==> src/rtl/hamming_pkg.sv <==
// Shared types and the (13,8) SECDED encoder for hamming_scrub_ctrl.
package hamming_pkg;

  localparam int CW_W   = 13;
  localparam int DATA_W = 8;

  typedef enum logic [1:0] {
    ERR_NONE   = 2'b00,
    ERR_CORR   = 2'b01,
    ERR_UNCORR = 2'b10
  } err_e;

  typedef enum logic [1:0] {
    IDLE,
    HOST_RD,
    SCRUB
  } state_e;

  // Parity bit 2^k covers every position 1..12 whose index has bit k set.
  function automatic logic [CW_W-1:0] encode(input logic [DATA_W-1:0] data);
    logic [CW_W-1:0] cw;
    logic            p;
    cw      = '0;
    cw[3]   = data[0];
    cw[7:5] = data[3:1];
    cw[12:9] = data[7:4];
    for (int k = 0; k < 4; k++) begin
      p = 1'b0;
      for (int i = 1; i < CW_W; i++) begin
        if (i[k]) p = p ^ cw[i];
      end
      cw[1 << k] = p;
    end
    cw[0] = ^cw[CW_W-1:1];
    return cw;
  endfunction

endpackage

==> src/rtl/hamming_secded_dec_13_8.sv <==
// Combinational (13,8) SECDED decoder: syndrome, overall parity, single-bit repair.
module hamming_secded_dec_13_8
  import hamming_pkg::*;
(
  input  logic [CW_W-1:0]   cw,
  output logic [CW_W-1:0]   corr_cw,
  output logic [DATA_W-1:0] data,
  output logic              correctable,
  output logic              uncorrectable
);

  logic [3:0] syndrome;
  logic       overall;

  // NOTE: every output gets a value before any conditional logic, so no latch is inferred.
  always_comb begin
    syndrome = '0;
    for (int i = 1; i < CW_W; i++) begin
      if (cw[i]) syndrome = syndrome ^ i[3:0];
    end
    overall       = ^cw;
    correctable   = overall && (syndrome <= 4'd12);
    uncorrectable = (!overall && (syndrome != 4'd0)) || (overall && (syndrome > 4'd12));
    corr_cw       = correctable ? (cw ^ (CW_W'(1) << syndrome)) : cw;
    data          = {corr_cw[12:9], corr_cw[7:5], corr_cw[3]};
  end

endmodule

==> src/rtl/hamming_scrub_ctrl.sv <==
// SECDED-protected codeword array with host port and background scrubber.
// Optional HAMMING_INJECT_EN: host writes store encode(wdata) XOR inj_mask.
module hamming_scrub_ctrl
  import hamming_pkg::*;
#(
  parameter  int DEPTH          = 16,
  parameter  int SCRUB_INTERVAL = 256,
  localparam int ADDR_W         = $clog2(DEPTH)
) (
  input  logic              clk,
  input  logic              rst,
  input  logic              req_valid,
  output logic              req_ready,
  input  logic              req_write,
  input  logic [ADDR_W-1:0] req_addr,
  input  logic [7:0]        req_wdata,
  input  logic [12:0]       inj_mask,
  input  logic              scrub_en,
  output logic              rsp_valid,
  output logic [7:0]        rsp_rdata,
  output logic [1:0]        rsp_err,
  output logic [15:0]       cnt_corr,
  output logic [15:0]       cnt_uncorr
);

  localparam int                 TIMER_W = $clog2(SCRUB_INTERVAL);
  localparam logic [TIMER_W-1:0] RELOAD  = TIMER_W'(SCRUB_INTERVAL - 1);

  state_e              state_q, state_d;
  logic [CW_W-1:0]     mem_q [DEPTH];
  logic [ADDR_W-1:0]   rd_addr_q;
  logic [ADDR_W-1:0]   scrub_ptr_q;
  logic                scrub_pend_q;
  logic [TIMER_W-1:0]  timer_q;

  logic                accept_wr;
  logic                accept_rd;
  logic [ADDR_W-1:0]   dec_addr;
  logic [CW_W-1:0]     dec_corr_cw;
  logic [DATA_W-1:0]   dec_data;
  logic                dec_correctable;
  logic                dec_uncorrectable;
  logic                busy;
  logic [CW_W-1:0]     wr_cw;
  err_e                err_code;

`ifdef HAMMING_INJECT_EN
  assign wr_cw = encode(req_wdata) ^ inj_mask;
`else
  logic unused_inj;
  assign unused_inj = ^inj_mask;
  assign wr_cw      = encode(req_wdata);
`endif

  // One decoder serves both the host read and the scrubber.
  assign busy     = (state_q != IDLE);
  assign dec_addr = (state_q == SCRUB) ? scrub_ptr_q : rd_addr_q;

  hamming_secded_dec_13_8 u_dec (
    .cw            (mem_q[dec_addr]),
    .corr_cw       (dec_corr_cw),
    .data          (dec_data),
    .correctable   (dec_correctable),
    .uncorrectable (dec_uncorrectable)
  );

  always_comb begin
    if (dec_uncorrectable)    err_code = ERR_UNCORR;
    else if (dec_correctable) err_code = ERR_CORR;
    else                      err_code = ERR_NONE;
  end

  always_comb begin
    state_d   = state_q;
    req_ready = 1'b0;
    accept_wr = 1'b0;
    accept_rd = 1'b0;
    case (state_q)
      IDLE: begin
        req_ready = 1'b1;
        if (req_valid) begin
          if (req_write) begin
            accept_wr = 1'b1;
          end else begin
            accept_rd = 1'b1;
            state_d   = HOST_RD;
          end
        end else if (scrub_pend_q) begin
          state_d = SCRUB;
        end
      end
      default: state_d = IDLE;
    endcase
  end

  // NOTE: the array is reset like any other state because every entry must
  // read back as a valid all-zero codeword after reset.
  always_ff @(posedge clk or posedge rst) begin
    if (rst) begin
      for (int i = 0; i < DEPTH; i++) mem_q[i] <= '0;
    end else if (accept_wr) begin
      mem_q[req_addr] <= wr_cw;
    end else if (busy && dec_correctable) begin
      mem_q[dec_addr] <= dec_corr_cw;
    end
  end

  // NOTE: sequential state uses non-blocking assignments so all registers
  // update together from the pre-edge values.
  always_ff @(posedge clk or posedge rst) begin
    if (rst) begin
      state_q      <= IDLE;
      rd_addr_q    <= '0;
      scrub_ptr_q  <= '0;
      scrub_pend_q <= 1'b0;
      timer_q      <= RELOAD;
      rsp_valid    <= 1'b0;
      rsp_rdata    <= '0;
      rsp_err      <= ERR_NONE;
      cnt_corr     <= '0;
      cnt_uncorr   <= '0;
    end else begin
      state_q   <= state_d;
      rsp_valid <= 1'b0;
      if (accept_rd) rd_addr_q <= req_addr;
      if (state_q == HOST_RD) begin
        rsp_valid <= 1'b1;
        rsp_rdata <= dec_data;
        rsp_err   <= err_code;
      end
      if (busy && dec_correctable && (cnt_corr != 16'hFFFF))
        cnt_corr <= cnt_corr + 16'd1;
      if (busy && dec_uncorrectable && (cnt_uncorr != 16'hFFFF))
        cnt_uncorr <= cnt_uncorr + 16'd1;
      if (state_q == SCRUB) scrub_ptr_q <= scrub_ptr_q + ADDR_W'(1);
      if (scrub_en) timer_q <= (timer_q == '0) ? RELOAD : timer_q - TIMER_W'(1);
      // A fresh expiry wins over the clear of the scrub being serviced.
      if (scrub_en && (timer_q == '0)) scrub_pend_q <= 1'b1;
      else if (state_q == SCRUB)       scrub_pend_q <= 1'b0;
    end
  end

endmodule

==> config.mk <==
export PLATFORM = sky130hd
export DESIGN_NAME = hamming_scrub_ctrl
export DESIGN_NICKNAME = d
export VERILOG_FILES = /design/src/rtl/hamming_pkg.sv /design/src/rtl/hamming_secded_dec_13_8.sv /design/src/rtl/hamming_scrub_ctrl.sv
export SDC_FILE = /design/constraint.sdc
export NUM_CORES = 1
export LEC_CHECK = 0
export CORE_AREA = 4 4 161 163
export DETAILED_ROUTE_END_ITERATION = 6
export DIE_AREA = 0 0 165 167
export GPL_TIMING_DRIVEN = 0
export PLACE_DENSITY = 0.79
export SYNTH_ARGS = -nofsm -noshare
export SYNTH_HDL_FRONTEND = slang
export SYNTH_SLANG_ARGS = --single-unit
export TNS_END_PERCENT = 50
==> constraint.sdc <==
create_clock -name clk -period 10.45 [get_ports clk]
set_input_delay 1.5675 -clock clk [delete_from_list [all_inputs] [get_ports clk]]
set_output_delay 1.5675 -clock clk [all_outputs]
set_load 0.01 [all_outputs]
==> impl_metrics.yaml, run 1 <==
status:
  outcome: "finished clean"
cells_and_area:
  area_delta_synth_final_pct: 13.52
  layout-drive-gt1-share: 0.09483
  layout_common_cells: "dfrtp_1, nand2_1, nor2_1, o221ai_1, o22ai_1"
  final_area_mm2: 0.01664
  nets: 1657
  diodes: 0
  final_common_cell: "dfrtp_1"
clock_network:
  cts_buffers: 29
  ctsResizeCount: 0
  cts_tree: "built"
  cts_max_path_buffers: 3
  clk_latency_ps: 560
  cts_hold_buffers: 0
  root_buffer: "clkbuf_16"
  htreeDepth: 1
  cts_post_setup_buffers_inserted: 0
  clock_sinks: 270
  path_clk_slew_ps: 60
drt:
  firstDrtPassIters: 6
  drtIter0Drc: 2355
  routed_wl_um: 57080
  vias: 14360
  ant_nets: 0
  drc: 0
  viasPerCell: 7.293
  wire_per_inst_um: 28.99
worst_setup_path:
  cp.arrival_ps: 7520
  worstPathMaxFanout: 10
  crit_path_end_kind: "register"
  cp.required_ps: 10910
  critPathKind: "register to register"
  critPathLaunchType: "register"
global_route:
  grt_max_degree: 128
  grt_first_pass_wirelength_um: 85590
  gr-usage-all-layers: 0.4095
  grt-ovfl-total: 0
  grt_pass1_vias: 13870
  antenna_found_initial: 1
timing:
  hold_viol: 0
  setup_viol: 0
  tightest_slew_ps: 1283
  rsz0062_at_grt: "false"
  max_freq_mhz: 141.8
  skew_ps: 12.80
  drv_slew: 0
  max-slew-margin-rel: 0.1366
  finalCriticalPeriod_ps: 7051
  fin_crit_sh: 0.6747
placed_design:
  portBuffers: 51
  post-dp-hpwl_um: 41060
  place_congestion: 1.056
  place_area_mm2: 0.01567
die:
  rows: 57
  die_h_um: 167
  core_area_mm2: 0.02432
  dieArea_mm2: 0.02756
  initial_utilization: 0.6029
  io_pins: 74
  dieWidth_um: 165
synthesis:
  yosys_register_bits: 270
  synth_ff_type: "dfrtp_1"
  seq_area_frac_synth: 0.4615
  synth.cell_area_mm2: 0.01466
  syn_inst: 1537
  yosysUniqueCellTypes: 72
  synth_edf_count: 0
  synthArstFlopShare: 1.000
  yosysWarnings: 0
  avgSynthCellArea_um2: 9.539
  syn_nets: 1572
job:
  max_cap_violations: 0
hold_path:
  hp-class: "register to register"
==> cells in the mapped netlist, drive strengths merged (5+ instances only) <==
| master | count | area, um2 |
|---|---|---|
| dfrtp | 262 | 6556 |
| o211ai | 59 | 442.9 |
| clkbuf | 67 | 251.5 |
| xnor3 | 7 | 160.2 |
| and3 | 41 | 256.5 |
| inv | 79 | 296.5 |
| a221o | 77 | 770.7 |
| o221ai | 95 | 838.3 |
| a221oi | 8 | 70.07 |
| nor4 | 14 | 93.84 |
| a31o | 5 | 43.79 |
| o21ai | 85 | 436.7 |
| or2 | 11 | 68.82 |
| buf | 41 | 224.0 |
| dfstp | 8 | 210.2 |
| o22ai | 81 | 506.7 |
| nand3 | 31 | 165.2 |
| a22oi | 24 | 180.2 |
| nand2b | 7 | 43.79 |
| nor2 | 116 | 437.9 |
| a31oi | 15 | 136.4 |
| xor3 | 6 | 143.9 |
| a21oi | 45 | 259.0 |
| and2 | 9 | 56.31 |
| xor2 | 23 | 201.4 |
| or3 | 6 | 42.54 |
| nand2 | 183 | 686.9 |
| a211oi | 14 | 105.1 |
| o221a | 6 | 67.56 |
| xnor2 | 33 | 289.0 |
| nand4 | 15 | 93.84 |
| nor3 | 24 | 152.6 |
| ha | 5 | 62.56 |
==> flip-flops by register name, indices dropped and copies added, names as in the netlist <==
| name | count |
|---|---|
| mem_q | 208 |
| cnt_corr | 16 |
| cnt_uncorr | 16 |
| rsp_rdata | 8 |
| timer_q | 8 |
| rd_addr_q | 4 |
| scrub_ptr_q | 4 |
| rsp_err | 2 |
| state_q | 2 |
| rsp_valid | 1 |
| scrub_pend_q | 1 |
==> per-layer routing <==
metal | GRT usage | vias up | wire, um
li1 | - | 6003 | -
met1 | 0.5590 | 6873 | 20790
met2 | 0.5907 | 1206 | 24290
met3 | 0.1256 | 275 | 8177
met4 | 0.2069 | 2 | 3804
met5 | 0 | - | 17
==> worst paths after layout <==
check                        startpoint            to  slack, ps  depth (start not counted)
min in group asynchronous           rst     mem_q[36]       1350                          2
max in group asynchronous           rst    mem_q[166]       8180                          3
hold reg to reg            rsp_rdata[0]  rsp_rdata[0]        480                          2
hold / removal             rsp_rdata[0]  rsp_rdata[0]        480                          2
setup / recovery             state_q[0]     mem_q[13]       3400                         15
setup reg to reg             state_q[0]     mem_q[13]       3400                         15
==> kinds of logic (layout without fill, tap and decap cells) <==
group / after synthesis / after routing / synth area share
compound gates: 530 / 530 / 0.2721
simple gates: 471 / 471 / 0.1520
flops: 270 / 270 / 0.4615
buf+inv: 188 / 296 / 0.05291
xor+xnor: 69 / 69 / 0.05419
fa+ha+maj: 5 / 5 / 0.004267
mux: 4 / 4 / 0.003072
==> final cells by class <==
| cell class | instances | area, um2 |
|---|---|---|
| Timing Repair Buffer | 54 | 576.8 |
| Buffer | 108 | 475.5 |
| Sequential cell | 270 | 6766 |
| Multi-Input combinational cell | 1079 | 7139 |
| Clock buffer | 40 | 837.1 |
| Inverter | 80 | 307.8 |
| Clock inverter | 14 | 135.1 |
| Fill cell | 1943 | 7676 |
| Tap cell | 324 | 405.4 |
==> stage by stage <==
step | setup TNS [ps] | instances | hold slack, ps | setup WS, ps | utilization
3_3_place_gp | -503410 | 1912 | 460.3 | -1955 | 0.6405
4_1_cts | 0 | 1969 | 483.1 | 3921 | 0.6842
2_1_floorplan | 0 | 1537 | 438.5 | 1457 | -
5_1_grt | 0 | 1969 | 494.3 | 3373 | 0.6844
3_5_place_dp | 0 | 1915 | 469.3 | 3960 | 0.6442
6_report | 0 | 1969 | 475.8 | 3399 | 0.6844
==> critical path: stages (launching register included) <==
cell and delay, ps:
dfrtp_1 450, nand2b_1 190, buf_6 150, a31oi_4 400, clkbuf_1 780, clkbuf_1 780
o22ai_1 170, o21ai_0 460, nand4_1 460, xnor2_1 510, xnor3_1 430, nand2_1 200
o31ai_1 800, buf_2 490, nand3_2 360, o221ai_1 290
Power of run 1 is left out: the tool's default activity adds up to more than one toggle a clock period on the data nets, which glitch-free logic cannot reach.
==> run 2, diff against run 1 <==
--- a/config.mk
+++ b/config.mk
@@ -5,11 +5,11 @@
 export SDC_FILE = /design/constraint.sdc
 export NUM_CORES = 1
 export LEC_CHECK = 0
-export CORE_AREA = 4 4 161 163
+export CORE_AREA = 4 4 169 171
 export DETAILED_ROUTE_END_ITERATION = 6
-export DIE_AREA = 0 0 165 167
+export DIE_AREA = 0 0 173 175
 export GPL_TIMING_DRIVEN = 0
-export PLACE_DENSITY = 0.79
+export PLACE_DENSITY = 0.76
 export SYNTH_ARGS = -nofsm -noshare
 export SYNTH_HDL_FRONTEND = slang
 export SYNTH_SLANG_ARGS = --single-unit
==> constraint.sdc (replaced) <==
create_clock -name clk -period 6.2 [get_ports clk]
set_input_delay 0.93 -clock clk [delete_from_list [all_inputs] [get_ports clk]]
set_output_delay 0.93 -clock clk [all_outputs]
set_load 0.01 [all_outputs]
==> impl_metrics.yaml, run 2 (same netlist as run 1, synthesis figures left out) <==
status:
  outcome: "finished with violations"
  violations: "negative setup slack"
clock_network:
  cts_tree: "built"
  clk_latency_ps: 570
  cts_hold_buffers: 0
  htreeDepth: 1
  cts_max_path_buffers: 3
  clock_sinks: 270
  cts_buffers: 30
  path_clk_slew_ps: 60
  root_buffer: "clkbuf_16"
timing:
  setup_viol: 19
  skew_ps: 10.26
  drv_slew: 0
  holdWs_ps: 473.0
  max-slew-margin-rel: 0.04427
  fin_crit_sh: 1.007
  tightest_slew_ps: 1423
  setup_ws_ps: -42.78
  finalCriticalPeriod_ps: 6243
  hold_viol: 0
  max_freq_mhz: 160.2
  fin_setup_tns_ps: -306.2
worst_setup_path:
  cp.arrival_ps: 6630
  critPathLaunchType: "register"
  worstPathMaxFanout: 10
  critPathSlowestCell: "o21ai_1"
  crit_path_end_kind: "register"
  path_common_cell: "buf_2"
  max_stage_delay_ps: 580
  critical_path.top_delay_family: "compound AO/OA/AOI/OAI gates"
  critPathKind: "register to register"
  cp.required_ps: 6590
  worstPathCellList: "nand2b_1, buf_6, a31oi_4, buf_2, buf_2, buf_2, o22ai_1, o21ai_0, nand4_1, xnor2_1, xor3_1, nor2_1, a31oi_2, buf_2, o21ai_1, o221ai_1"
  cp_num_buf_inv: 5
placed_design:
  portBuffers: 51
  post-dp-hpwl_um: 41220
  place_congestion: 1.053
  dp_slack_ps: -231.9
cells_and_area:
  layout_common_cells: "dfrtp_1, nand2_1, nor2_1, o221ai_1, o22ai_1"
  final_util: 0.6301
  layout-drive-gt1-share: 0.1027
  reg_top3: "mem_q: 208 flops, cnt_corr: 16 flops, cnt_uncorr: 16 flops"
  regMostFlops: "mem_q"
  final_common_cell: "dfrtp_1"
  largest_reg_flops: 208
  diodes: 0
  nets: 1668
  seq_area_mm2: 0.006766
  area_delta_synth_final_pct: 15.50
  multi_input_area_mm2: 0.007137
  nFillCells: 2263
die:
  core_area_mm2: 0.02688
  initial_utilization: 0.5455
  io_pins: 74
  dieWidth_um: 173
  rows: 60
  die_h_um: 175
  dieArea_mm2: 0.03028
global_route:
  grt_max_degree: 44
  gr-usage-all-layers: 0.3606
  antenna_found_initial: 1
  grt-ovfl-total: 0
  grt_pass1_vias: 14050
  grt_first_pass_wirelength_um: 84970
drt:
  drtIter0Drc: 2323
  vias: 14440
  viasPerCell: 7.234
  drc: 0
  wire_per_inst_um: 28.25
  routed_wl_um: 56380
  ant_nets: 0
  firstDrtPassIters: 6
hold_path:
  hp-class: "register to register"
job:
  max_cap_violations: 0
==> run 2: path summary, 6_finish.rpt <==
kind	start	end	slack, ps	cells after the start
worst max-delay path	state_q[0]	mem_q[68]	-40	16
worst min-delay path	rsp_rdata[0]	rsp_rdata[0]	470	2
worst max register to register	state_q[0]	mem_q[68]	-40	16
worst min register to register	rsp_rdata[0]	rsp_rdata[0]	470	2
max in group asynchronous	rst	cnt_uncorr[13]	4240	6
min in group asynchronous	rst	timer_q[5]	840	2
==> run 2: final cells by class <==
class                           instances  area share
Buffer                                107     0.02808
Clock buffer                           40     0.05076
Clock inverter                         14     0.01485
Inverter                               80     0.01795
Multi-Input combinational cell       1079      0.4215
Sequential cell                       270      0.3996
Tap cell                              341     0.02520
Timing Repair Buffer                   65     0.04212
==> run 2: stage by stage <==
step                      instance area (um2)  cells
final                                   16930   1996
after CTS                               16870   1990
after detailed placement                15760   1937
after global routing                    16930   1996
after floorplan                         14670   1537
after global placement                  15600   1929
==> run 2: timing repair <==
item,4_1_cts,5_1_grt
hold endpoints to repair,0,0
pin swaps,0,1
gates cloned,0,0
setup buffers,0,5
resized for setup,1,6
setup endpoints to repair,66,125
==> run 2: worst reg2reg max path: stages (launching register included) <==
cell and delay (ps):
dfrtp_1 450, nand2b_1 190, buf_6 150, a31oi_4 470, buf_2 380, buf_2 460
buf_2 420, o22ai_1 150, o21ai_0 390, nand4_1 360, xnor2_1 430, xor3_1 410
nor2_1 330, a31oi_2 300, buf_2 320, o21ai_1 590, o221ai_1 290
==> run 2: layer usage <==
layer,vias up,wire length [um],track usage
li1,6033,-,-
met1,6968,20610,0.4696
met2,1182,24700,0.5523
met3,257,7344,0.09303
met4,0,3731,0.2022
met5,-,0,0
Power of run 2 is left out for the same reason.
